### config.mk
export PLATFORM = sky130hd
export DESIGN_NAME = uart_rx
export DESIGN_NICKNAME = d
export VERILOG_FILES = /design/src/rtl/uart_pkg.sv /design/src/rtl/uart_rx_sync.sv /design/src/rtl/uart_rx.sv
export SDC_FILE = /design/constraint.sdc
export NUM_CORES = 1
export LEC_CHECK = 0
export CORE_ASPECT_RATIO = 0.7
export CORE_MARGIN = 2
export CORE_UTILIZATION = 24
export DETAILED_ROUTE_END_ITERATION = 8
export GPL_ROUTABILITY_DRIVEN = 1
export PLACE_DENSITY = 0.44
export SLEW_MARGIN = 0
export SYNTH_ARGS = -nofsm -noshare
export SYNTH_HDL_FRONTEND = slang
export SYNTH_HIERARCHICAL = 1
export SYNTH_SLANG_ARGS = --single-unit
### constraint.sdc
create_clock -name clk -period 1.9 [get_ports clk]
set_input_delay 0.19 -clock clk [delete_from_list [all_inputs] [get_ports clk]]
set_output_delay 0.19 -clock clk [all_outputs]
set_load 0.02 [all_outputs]
### src/rtl/uart_pkg.sv
// uart_pkg: shared UART defaults, receiver state encoding and bit-timing helper.
// Used by uart_rx and the matching transmitter.
package uart_pkg;
  localparam int CLK_HZ_DEFAULT = 50_000_000;
  localparam int BIT_RATE_DEFAULT = 9600;
  typedef logic [2:0] state_t;
  localparam logic [2:0] IDLE = 3'd0;
  localparam logic [2:0] START = 3'd1;
  localparam logic [2:0] RECV = 3'd2;
  localparam logic [2:0] STOP = 3'd3;
  localparam logic [2:0] WAIT_HIGH = 3'd4;
  function automatic int cycles_per_bit(input int clk_hz, input int bit_rate);
    return clk_hz / bit_rate;
  endfunction
endpackage

### src/rtl/uart_rx_sync.sv
// uart_rx_sync: 2-flop synchroniser for the RX pin plus falling-edge detect.
// Ports: clk, resetn (sync, active-low); rxd async line in;
//        rxd_s synchronised line; fall one-cycle pulse on a synchronised 1->0.
module uart_rx_sync (
  input  logic clk,
  input  logic resetn,
  input  logic rxd,
  output logic rxd_s,
  output logic fall
);
  logic meta, prev;
  always_ff @(posedge clk)
    if (!resetn) {meta, rxd_s, prev} <= 3'b111;
    else {meta, rxd_s, prev} <= {rxd, meta, rxd_s};
  assign fall = prev & ~rxd_s;
endmodule

### src/rtl/uart_rx.sv
// uart_rx: 8N1-style UART receiver with valid strobe and BREAK detection.
// Ports: clk; resetn (sync, active-low); uart_rxd async RX line (idle high);
//        uart_rx_en frame-start enable; uart_rx_break BREAK pulse;
//        uart_rx_valid new-byte pulse; uart_rx_data last received byte.
// Build option: UART_RX_MAJORITY_FILTER_EN votes 2-of-3 samples around each
// bit centre instead of taking the single centre sample.
module uart_rx
  import uart_pkg::*;
#(
  parameter int CLK_HZ = CLK_HZ_DEFAULT,
  parameter int BIT_RATE = BIT_RATE_DEFAULT,
  parameter int PAYLOAD_BITS = 8,
  parameter int STOP_BITS = 1
) (
  input  logic                    clk,
  input  logic                    resetn,
  input  logic                    uart_rxd,
  input  logic                    uart_rx_en,
  output logic                    uart_rx_break,
  output logic                    uart_rx_valid,
  output logic [PAYLOAD_BITS-1:0] uart_rx_data
);
  localparam int CPB = cycles_per_bit(CLK_HZ, BIT_RATE);
  localparam int CW = $clog2(CPB + 1);
  localparam int BW = $clog2(PAYLOAD_BITS + 1);
  localparam logic [CW-1:0] HALF = CW'(CPB / 2);
  localparam logic [CW-1:0] LAST = CW'(CPB - 1);
  localparam logic [BW-1:0] NLAST = BW'(PAYLOAD_BITS - 1);
  if (STOP_BITS < 1 || CPB < 4) begin : g_bad_cfg
    $error("uart_rx: need STOP_BITS >= 1 and at least 4 clocks per bit");
  end
  state_t state;
  logic [CW-1:0] cnt;
  logic [BW-1:0] nbit;
  logic [PAYLOAD_BITS-1:0] shift;
  logic rxd_s, fall, bit_val, tick;
  uart_rx_sync u_sync (
    .clk(clk),
    .resetn(resetn),
    .rxd(uart_rxd),
    .rxd_s(rxd_s),
    .fall(fall)
  );
  // The decision cycle is one past the bit centre, so the current rxd_s is
  // the centre+1 sample and the history holds centre (and centre-1).
`ifdef UART_RX_MAJORITY_FILTER_EN
  logic [1:0] hist;
  always_ff @(posedge clk)
    if (!resetn) hist <= 2'b11;
    else hist <= {hist[0], rxd_s};
  assign bit_val = (hist[1] & hist[0]) | (hist[1] & rxd_s) | (hist[0] & rxd_s);
`else
  logic hist;
  always_ff @(posedge clk)
    if (!resetn) hist <= 1'b1;
    else hist <= rxd_s;
  assign bit_val = hist;
`endif
  // START decides half a bit after the edge; later bits one full bit apart.
  assign tick = (state == START) ? (cnt == HALF) : (cnt == LAST);
  always_ff @(posedge clk) begin
    if (!resetn) begin
      state <= IDLE;
      cnt <= '0;
      nbit <= '0;
      shift <= '0;
      uart_rx_data <= '0;
      uart_rx_valid <= 1'b0;
      uart_rx_break <= 1'b0;
    end else begin
      uart_rx_valid <= 1'b0;
      uart_rx_break <= 1'b0;
      cnt <= (state == IDLE || state == WAIT_HIGH || tick) ? '0 : cnt + 1'b1;
      case (state)
        IDLE: begin
          nbit <= '0;
          if (uart_rx_en && fall) state <= START;
        end
        START: if (tick) state <= bit_val ? IDLE : RECV;
        RECV: if (tick) begin
          shift <= PAYLOAD_BITS'({bit_val, shift} >> 1);
          nbit <= nbit + 1'b1;
          if (nbit == NLAST) state <= STOP;
        end
        STOP: if (tick) begin
          if (bit_val) begin
            uart_rx_data <= shift;
            uart_rx_valid <= 1'b1;
            state <= IDLE;
          end else begin
            // Low stop bit: all-zero payload is BREAK, anything else is dropped.
            if (shift == '0) begin
              uart_rx_data <= '0;
              uart_rx_valid <= 1'b1;
              uart_rx_break <= 1'b1;
            end
            state <= WAIT_HIGH;
          end
        end
        WAIT_HIGH: if (rxd_s) state <= IDLE;
        default: state <= IDLE;
      endcase
    end
  end
endmodule

Word-level counts from Yosys, hierarchy flattened --
Cells that the tools add are included.
Cells by class: $add $sub $neg 2, multipliers 0, divide/modulo/power cells 0, order comparisons 0, eq/ne operators 13, shifts and indexed selects 0, mux-type cells 16, bitwise gates (word level) 5, reduce and logical (&&, ||, !) cells 14
Operators with widths (count):
- 3-bit 2-to-1 mux | 7
- 8-bit 2-to-1 mux | 2
- 3-bit case mux with 5 select lines | 1
- 13-bit by 1-bit adder with 13-bit output (second input constant) | 1
- 13-bit by 12-bit equality test with 1-bit output (second input constant) | 1
- 13-bit equality test (second input constant) | 1
- 8-bit zero test | 1
- 2-bit inequality test (second input constant) | 4
- 4-bit case mux with 2 select lines | 1
- 3-bit by 2-bit equality test with 1-bit output (second input constant) | 2
- 3-bit AND reduction | 2
- 6-bit AND reduction | 1
- 4-bit by 1-bit adder with 4-bit output (second input constant) | 1
- 4-bit by 3-bit equality test with 1-bit output (second input constant) | 1
- 4-bit 2-to-1 mux | 1
- 2-bit by 1-bit inequality test with 1-bit output (second input constant) | 2
- 1-bit NOT | 4
- 2-bit AND reduction | 2
- 2-bit nonzero test | 2
- 4-bit OR reduction | 1
- 3-bit by 1-bit equality test with 1-bit output (second input constant) | 1
- 3-bit equality test (second input constant) | 1
- 3-bit zero test | 1
- 1-bit 2-to-1 mux | 3
- 5 further kinds | 6
Storage, ports and cells: register bits after elaboration 41, latch bits 0, memory bits (writable) 0, memory bits (read-only) 0, input port bits 4, output and inout port bits 10, word-level logic and storage cells 60, memories 0

Depth between registers and ports, before layout --
Gate-level depths: netlist of run 1.
depth in word-level cells 5, gate-level depth with buffers 6, mapped depth without buffers 5

Hierarchy --
The synthesis of run 1 kept the hierarchy.
By module, submodules not included:
- uart_rx | instances 1, cells each 185, area each 1665.3 um2, sequential area each 780.7 um2
- uart_rx_sync | instances 1, cells each 7, area each 85.1 um2, sequential area each 60.1 um2

Worst setup path after synthesis of run 1 --
OpenSTA, ideal clock, no wires.
path type reg-to-reg, from register shift[4], to register uart_rx_data[0], library setup time 117 ps, arrival time 1505 ps, required time 1783 ps, path slack 278 ps, cell stages (with the launch flop) 6, buffers on the path 0, clock period less this slack 1622 ps, path through dfxtp_1 or4_1 nor2_1 or2_2 a41oi_2 a22o_1
On the way: word-level cells in the longest chain between the ends 3
RTL lines:
- from (decl) | line uart_rx.sv:35 | logic [PAYLOAD_BITS-1:0] shift;
- from (signal assigned) | line uart_rx.sv:81 | shift <= PAYLOAD_BITS'({bit_val, shift} >> 1);
- 8-bit zero test | line uart_rx.sv:92 | if (shift == '0) begin
- 2-bit nonzero test (no source line)
- 3-bit AND reduction (no source line)
- to (signal assigned) | line uart_rx.sv:87 | uart_rx_data <= shift;
- to (decl) | line uart_rx.sv:21 | output logic [PAYLOAD_BITS-1:0] uart_rx_data
No other way between the ends. A chain may end at the register's enable or synchronous reset.

Final worst setup path of run 1 --
from register shift[4], to register uart_rx_data[1]
Same word-level chain as after synthesis.

==> results.md, run 1 <==
- The count of different cell masters after synthesis is 42.
- The latest clock arrival within the worst-skew pair is 290 ps.
- The tree is rooted in a sky130_fd_sc_hd__clkbuf_8.
- The run finished with clean final reports.
- The critical path is of the reg2reg type.
- Of the total synthesized cell area, the portion taken by AND, OR, NAND and NOR gates is 28.45%.
- The top cell types in the final layout, fill and taps aside, are 42 x sky130_fd_sc_hd__dfxtp_1, 25 x sky130_fd_sc_hd__nand2_1, 21 x sky130_fd_sc_hd__nor2_1, 13 x sky130_fd_sc_hd__clkdlybuf4s50_1, 13 x sky130_fd_sc_hd__buf_4.
- The post-synthesis instance area is 0.001750 mm^2.
- The total wirelength of the detailed-routed design is 3.719 mm.
- The die footprint is 0.008003 mm^2.
- The startpoint of the most critical hold path is u_sync/meta.
- The largest stage delay on the critical path is 540 ps.
- The launching element type of the critical path is a flop.
- Summing the areas of all compound-gate instances in the mapped netlist gives 12.87% of the synthesized area.
- The most frequent standard cell in the layout excluding fill and tap cells is sky130_fd_sc_hd__dfxtp_1.
- For the final database, setup skew stands at 5.097 ps.
- The share of post-route cells with drive strength above 1 is 14.55%.
- The floorplan has 26 rows.
- Global routing consumed, over all layers together, 10.11% of the routing resources.
- The finished layout holds 318 standard cells, fillers aside.
- Sequential cells were found to cover 48.03% of the synthesized design area.
- Entering global routing, the biggest net connects 14 pins.
- Of the available clock period, the critical path in the final layout requires 93.81%.
- The number of clock sinks is 42.
- The die height is 75.45 um.
- In this design, the largest share of critical-path delay is due to simple AND/OR/NAND/NOR gates.
- The first global-routing pass estimated 6.265 mm of wire.
- Measured against its own limit, the worst slew margin works out to 75.70%.
- Global routing finished with a remaining overflow of 0.
- The maximum buffer depth of the clock tree is 2.
- The number of global-route vias before repair is 1206.
- The critical path contains buffers and inverters numbering 0 combined.
- Buffers placed on the I/O ports in this run total 13.
- The initial antenna violation count is 0.
- At the worst endpoint, the required time is 2080 ps.
- The worst hold path depth is 1.
- The most used flip-flop cell after synthesis is sky130_fd_sc_hd__dfxtp_1.
- The violation count after the first detailed-route iteration is 97.
- The core area is 0.007189 mm^2.
- For this run, design rule violations remaining after detail routing come to 0.
- The analysis attributes to cell leakage a power of 0.7887 nW.
- The routability congestion estimate from global placement is 0.7184.
- Traced cell by cell, the critical path runs through or4_1 -> nor2_2 -> or2_2 -> a41oi_4 -> a22o_1.
- The maximum operating frequency is 0.5610 GHz.
- The TritonCTS clock tree is yes.
- The layout has 755 filler cells.
- OpenSTA, run right after detailed placement, puts the worst setup slack at 40.29 ps.
- The startpoint identified for the worst register-to-register timing path is shift[4].
- The max-capacitance violation count is 0.
- The H-tree generated during clock tree synthesis spans 2 levels.
- The number of nets in the synthesized netlist is 198.
- The worst hold-check path type is reg2reg.
- The path with the worst hold slack has its endpoint at u_sync/rxd_s.
- 0 antenna diodes ended up in the layout.
- The minimum hold slack is 410.9 ps.
- The warning count from the yosys run is 6.
- From left edge to right edge, the die measures 106.1 um.
- The number of enable-type register cells in the synthesized netlist is 0.
- The post-synthesis share of cell area spent on xor and xnor gates is 5.504%.
- The hold violation total from the final report came to 0.
- Summed over all failing endpoints, the final setup total negative slack is 0 ps.
- The sum of net half-perimeters after detailed placement is 2.811 mm.
- The layout net count is 225.
- The number of CTS-inserted buffers is 5.
- Data on the critical path arrives at its endpoint at 1970 ps.
- The post-place instance area is 0.002064 mm^2.
- The setup check on the worst reg-to-reg path leaves a slack of 120 ps.
- The final-report setup violation count is 0.
- The mean area per synthesized cell is 9.117 um^2.
- The transition time at the pin with the least slew margin is 364.5 ps.
- After routing the design area is 0.002215 mm^2.
- The total power per unit cell area is 725.0 mW/mm^2.
- Setup repair after global routing left no endpoint under its margin.
- Of all nets on the critical path, the largest fanout is 8.
- The largest family of logic cells by synthesized area is simple AND/OR/NAND/NOR gates.
- The type of element capturing the critical path is a flop.
- The capture point of the worst reg-to-reg path is uart_rx_data[1].
- The number of max-slew violations in the final report is 0.
- The post-layout minimum cycle time is 1782 ps.
- The post-synthesis share of cell area spent on full adders, half adders and majority gates is 1.430%.
- Clock-pin slew was measured on the worst setup and hold paths at 80 ps.
- The flop and latch count out of synthesis is 42.
- The post-detailed-route count of antenna-violating nets is 0.
- Once the clock tree was built, the setup fixing pass inserted 0 buffers.
- The final worst setup slack is 117.5 ps.
- The average wire length per cell after detail routing is 11.69 um.
- For this run, asynchronously set or reset flops after synthesis account for 0%.
- The cell at the slowest stage of the critical path is sky130_fd_sc_hd__or4_1.
- The initial core utilization is 24.35%.
- Of the post-synthesis cell area, the part taken by muxes is 0.5718%.
- In the routed layout, each cell is associated on average with a via count of 4.280.
- The signed area change from the synthesized netlist to the final layout is 26.52%.
- The cell count after placement is 310.
- 14 I/O pins were placed.
- The worst register-to-register path has a depth of 5.
- The detailed-routing iteration count for the pre-antenna-repair pass is 4.
- For this block, the via count after detailed routing is 1361.
- VDD sags by at most 0.0003711 V.
- Synthesis produced a netlist whose cell count is 192.
==> how the worst max path moves through the flow <==
stage / from / to / slack, ps / cells past startpoint
global route: cnt[9] / shift[6] / 20 / 5
detailed placement: shift[4] / uart_rx_data[1] / 40 / 5
CTS: shift[4] / uart_rx_data[1] / 30 / 5
global placement: shift[0] / uart_rx_data[1] / 50 / 5
finish: shift[4] / uart_rx_data[1] / 120 / 5
floorplan: shift[4] / uart_rx_data[0] / 280 / 5
==> synth_stat cells, drive strengths merged (2+ instances only) <==
library cell,count,share of area [%]
a21oi,10,2.9
a22o,8,4.0
and3,6,2.1
and4,4,2.1
buf,4,1.6
clkbuf,2,0.50
dfxtp,42,48
ha,2,1.4
inv,5,1.1
nand2,25,5.4
nand2b,5,1.8
nand3,8,2.3
nand4,5,1.8
nor2,22,4.7
nor2b,4,1.4
nor3,5,1.4
nor3b,2,0.86
o21ai,3,0.86
or3,3,1.4
or4,2,0.86
xnor2,6,3.0
xor2,5,2.5
==> where the power goes <==
group	leakage [nW]	switching (mW)	internal, mW	total [mW]
registers	0.339	0.00252	0.884	0.886
clock network	0.0579	0.292	0.387	0.678
logic	0.392	0.0223	0.0191	0.0414
total	0.789	0.316	1.29	1.61
==> routing by layer <==
layer | track usage (%) | wire (um)
met1 | 16.25 | 2217
met2 | 11.68 | 1318
met3 | 3.935 | 171
met4 | 2.632 | 11
met5 | 0 | 0
==> registers in the layout, indices dropped and copies added, names as in the netlist <==
| register | cells |
|---|---|
| cnt | 13 |
| shift | 8 |
| uart_rx_data | 8 |
| nbit | 4 |
| state | 3 |
| bit_val | 1 |
| u_sync/meta | 1 |
| u_sync/prev | 1 |
| u_sync/rxd_s | 1 |
| uart_rx_break | 1 |
| uart_rx_valid | 1 |
==> kinds of logic (layout without fill, tap and decap cells) <==
family                     Yosys count  in the layout
and+or+nand+nor                     95             95
DFF                                 42             42
AOI/OAI and AO/OA                   30             30
xor gates and xnor gates            11             11
buffers and inverters               11             39
adders and majority gates            2              2
muxes                                1              1
==> area by class of cell <==
cell class | instances | area [um^2] | area share (%)
well taps | 98 | 122.6 | 5.537
clock inverters | 3 | 40.04 | 1.808
inverters | 5 | 18.77 | 0.8475
clock buffers | 5 | 68.82 | 3.107
multi-input cells | 139 | 895.9 | 40.45
repair buffers | 26 | 227.7 | 10.28
flip-flops and latches | 42 | 840.8 | 37.97
==> through the flow <==
stage               utilization (%)  power (mW)
finish                        30.80       1.606
global route                  30.80       1.676
CTS                           30.23       1.634
detailed placement            28.72      0.9466
global placement              28.72      0.9476
floorplan                         -      0.9275
==> worst reg2reg max path: stages, from the launching register on <==
cell and delay, ps:
sky130_fd_sc_hd__dfxtp_1 350, sky130_fd_sc_hd__or4_1 550, sky130_fd_sc_hd__nor2_2 150, sky130_fd_sc_hd__or2_2 160, sky130_fd_sc_hd__a41oi_4 190, sky130_fd_sc_hd__a22o_1 280
==> repair_timing <==
action,4_1_cts,5_1_grt
setup endpoints to repair,0,10
hold buffers,0,0
gates resized for setup,0,7
No activity file was read; power rests on OpenSTA's default activity.
==> inputs of run 2 (changes only) <==
--- a/config.mk
+++ b/config.mk
@@ -5,12 +5,15 @@
 export SDC_FILE = /design/constraint.sdc
 export NUM_CORES = 1
 export LEC_CHECK = 0
+export CAP_MARGIN = 0
+export CELL_PAD_IN_SITES_DETAIL_PLACEMENT = 1
+export CELL_PAD_IN_SITES_GLOBAL_PLACEMENT = 1
 export CORE_ASPECT_RATIO = 0.7
 export CORE_MARGIN = 2
 export CORE_UTILIZATION = 24
 export DETAILED_ROUTE_END_ITERATION = 8
 export GPL_ROUTABILITY_DRIVEN = 1
-export PLACE_DENSITY = 0.44
+export PLACE_DENSITY = 0.52
 export SLEW_MARGIN = 0
 export SYNTH_ARGS = -nofsm -noshare
 export SYNTH_HDL_FRONTEND = slang
==> results.md, run 2 (synthesis results as in run 1) <==
- The largest driver fanout on the critical path is 8 (unchanged).
- The launching point of the worst reg2reg path is shift[4] (unchanged).
- The logic gate share of total power came to 2.8% (was 2.6%).
- The proportion of power drawn by the clock network is 39.2% (was 42.2%).
- The initial core utilization is 24.35% (unchanged).
- The number of CTS-inserted buffers is 5 (unchanged).
- The violation count after the first detailed-route iteration is 43 (was 97).
- The core area came to 0.007189 mm^2 (unchanged).
- The number of global-route vias before repair is 1351 (was 1206).
- The average wire length per cell after detail routing came to 12.81 um (was 11.69 um).
- The post-place instance area is 0.002087 mm^2 (was 0.002064 mm^2).
- The number of flip-flops in the largest register was 13 (unchanged).
- The detailed-routing iteration count for the pre-antenna-repair pass is 4 (unchanged).
- The count of vias placed by the detailed router came to 1411 (was 1361).
- The DRC violation count after routing is 0 (unchanged).
- The transition time at the pin with the least slew margin came to 347.6 ps (was 364.5 ps).
- The launching element type of the critical path is a flop (unchanged).
- The number of ports placed on the die boundary was 14 (unchanged).
- The quantity of gates resized following cts is 0 (unchanged).
- The type of element capturing the critical path was a flop (unchanged).
- The filler cell count was 831 (was 755).
- The wire length of the first global-routing pass came to 6.803 mm (was 6.265 mm).
- The leakage power figure came to 0.7754 nW (was 0.7887 nW).
- The setup skew after layout came to 7.941 ps (was 5.097 ps).
- The routability congestion estimate from global placement is 0.7357 (was 0.7184).
- Largest registers ranked by flip-flop count: cnt: 13 flops, shift: 8 flops, uart_rx_data: 8 flops (unchanged).
- The internal power consumption is 1.197 mW (was 1.289 mW).
- The fraction of power spent switching nets came to 21.75% (was 19.70%).
- The post-cts hold buffer count came to 0 (unchanged).
- The buffer cell driving the clock tree root is sky130_fd_sc_hd__clkbuf_8 (unchanged).
- The mean number of vias per cell is 4.396 (was 4.280).
- The largest register by flop count was cnt (unchanged).
- The post-layout minimum cycle time is 1756 ps (was 1782 ps).
- The number of antenna diodes is 0 (unchanged).
- The total routing resource utilization after global routing is 11.12% (was 10.11%).
- The final-report setup violation count is 0 (unchanged).
- The power share of the sequential group is 57.9% (was 55.2%).
- The number of rows created at floorplan is 26 (unchanged).
- The normalized max-slew margin is 76.78% (was 75.70%).
- The post-detailed-route count of antenna-violating nets came to 0 (unchanged).
- The largest net degree at the start of global routing was 14 (unchanged).
- The die height is 75.45 um (unchanged).
- The required time of the worst setup path is 2090 ps (was 2080 ps).
- The latest clock arrival within the worst-skew pair came to 290 ps (about the same).
- The setup slack of the worst register-to-register path is 140 ps (was 120 ps).
- The maximum operating frequency is 0.5693 GHz (was 0.5610 GHz).
- Setup repair after global routing missed its margin: no (unchanged).
- The total global routing overflow is 0 (unchanged).
- Outcome: completed (unchanged).
- The kind of critical path was reg2reg (unchanged).
- The launching instance or port of the critical path is shift[4] (unchanged).
- The initial antenna violation count is 0 (unchanged).
- The maximum level of the CTS H-tree is 2 (unchanged).
- The data arrival time of the critical path is 1940 ps (was 1970 ps).
- The signed area change from the synthesized netlist to the final layout is 25.88% (was 26.52%).
- The count of buffers from port buffering is 13 (unchanged).
- The final non-filler cell area is 0.002203 mm^2 (was 0.002215 mm^2).
- The sum of net half-perimeters after detailed placement is 3.113 mm (was 2.811 mm).
- The final worst setup slack is 143.5 ps (was 117.5 ps).
- Most frequent cells in the layout: 42 x sky130_fd_sc_hd__dfxtp_1, 25 x sky130_fd_sc_hd__nand2_1, 22 x sky130_fd_sc_hd__nor2_1, 16 x sky130_fd_sc_hd__buf_4, 13 x sky130_fd_sc_hd__clkdlybuf4s50_1 (was 42 x sky130_fd_sc_hd__dfxtp_1, 25 x sky130_fd_sc_hd__nand2_1, 21 x sky130_fd_sc_hd__nor2_1, 13 x sky130_fd_sc_hd__clkdlybuf4s50_1, 13 x sky130_fd_sc_hd__buf_4).
- The number of setup buffers added after CTS is 0 (unchanged).
- The layout net count is 228 (was 225).
- The switching power is 332.6 uW (was 316.3 uW).
- The area used by multi-input combinational logic is 879.6 um^2 (was 895.9 um^2).
- The final sum of negative setup slack came to 0 ps (unchanged).
- The TritonCTS clock tree is yes (unchanged).
- The highest ir drop seen on vdd is 0.0003013 V (was 0.0003711 V).
- The startpoint of the most critical hold path is u_sync/meta (unchanged).
- The die footprint is 0.008003 mm^2 (unchanged).
- The worst hold-check path type was reg2reg (unchanged).
- The number of clock sinks is 42 (unchanged).
- The number of max-slew violations in the final report is 0 (unchanged).
- The clock slew at the register clock pins of the worst setup and hold paths is 80 ps (about the same).
- The sequential cell area is 840.8 um^2 (unchanged).
- The share of post-route cells with drive strength above 1 is 14.35% (was 14.55%).
- The minimum setup slack after placement is 77.19 ps (was 40.29 ps).
- The final period utilization was 92.45% (was 93.81%).
- The maximum buffer depth of the clock tree is 2 (unchanged).
- The horizontal extent of the die is 106.1 um (unchanged).
- The max-capacitance violation count is 0 (unchanged).
- The total power per unit cell area came to 694.1 mW/mm^2 (was 725.0 mW/mm^2).
- The hold violation total from the final report is 0 (unchanged).
- The most frequent standard cell in the layout excluding fill and tap cells was sky130_fd_sc_hd__dfxtp_1 (unchanged).
- The total wirelength of the detailed-routed design is 4.113 mm (was 3.719 mm).
==> run 2: changes by cell type in the layout (fill, tap and decap cells not counted), sizes merged <==
cell	change
clkinv	-1
clkbuf	+2
buf	+3
bufinv	-1
==> run 2: area by class of cell <==
cell class | instances | share of cell area (%)
inverters | 5 | 0.8518
flip-flops and latches | 42 | 38.16
clock inverters | 1 | 0.2271
repair buffers | 29 | 11.36
clock buffers | 7 | 3.918
well taps | 98 | 5.565
multi-input cells | 139 | 39.92
==> run 2: stage by stage <==
| step | total power [mW] | std cells | hold WS [ps] | util [%] |
|---|---|---|---|---|
| floorplan | 0.9275 | 192 | 263.0 | - |
| global placement | 0.9499 | 313 | 390.1 | 29.03 |
| detailed placement | 0.9488 | 313 | 397.1 | 29.03 |
| CTS | 1.558 | 321 | 416.4 | 30.30 |
| global route | 1.595 | 321 | 447.4 | 30.65 |
| finish | 1.529 | 321 | 414.4 | 30.65 |
==> run 2: metal layers <==
metal	global-route usage, %	vias to the layer above	wire length, um
met3	2.737	5	125
met2	14.19	18	1486
met4	4.825	0	56
met5	0	-	0
met1	17.17	653	2444
li1	-	735	-
==> run 2: path summary, 6_finish.rpt <==
check / to / cells past startpoint
setup / recovery: uart_rx_data[0] / 5
hold / removal: u_sync/rxd_s / 1
setup reg to reg: uart_rx_data[0] / 5
hold reg to reg: u_sync/rxd_s / 1
==> run 2: power by group through the flow <==
stage / Sequential [mW] / Clock [mW] / Combinational (mW)
after global placement: 0.907 / 0 / 0.0429
after floorplan: 0.907 / 0 / 0.0206
after global routing: 0.887 / 0.660 / 0.0477
after CTS: 0.886 / 0.630 / 0.0419
final: 0.886 / 0.600 / 0.0431
after detailed placement: 0.907 / 0 / 0.0418
==> run 2: worst max-delay path, cell delays in order, from the launching register on <==
cell and delay (ps):
sky130_fd_sc_hd__dfxtp_1 350, sky130_fd_sc_hd__or4_1 520, sky130_fd_sc_hd__nor2_1 150, sky130_fd_sc_hd__or2_2 160, sky130_fd_sc_hd__a41oi_4 190, sky130_fd_sc_hd__a22o_1 280
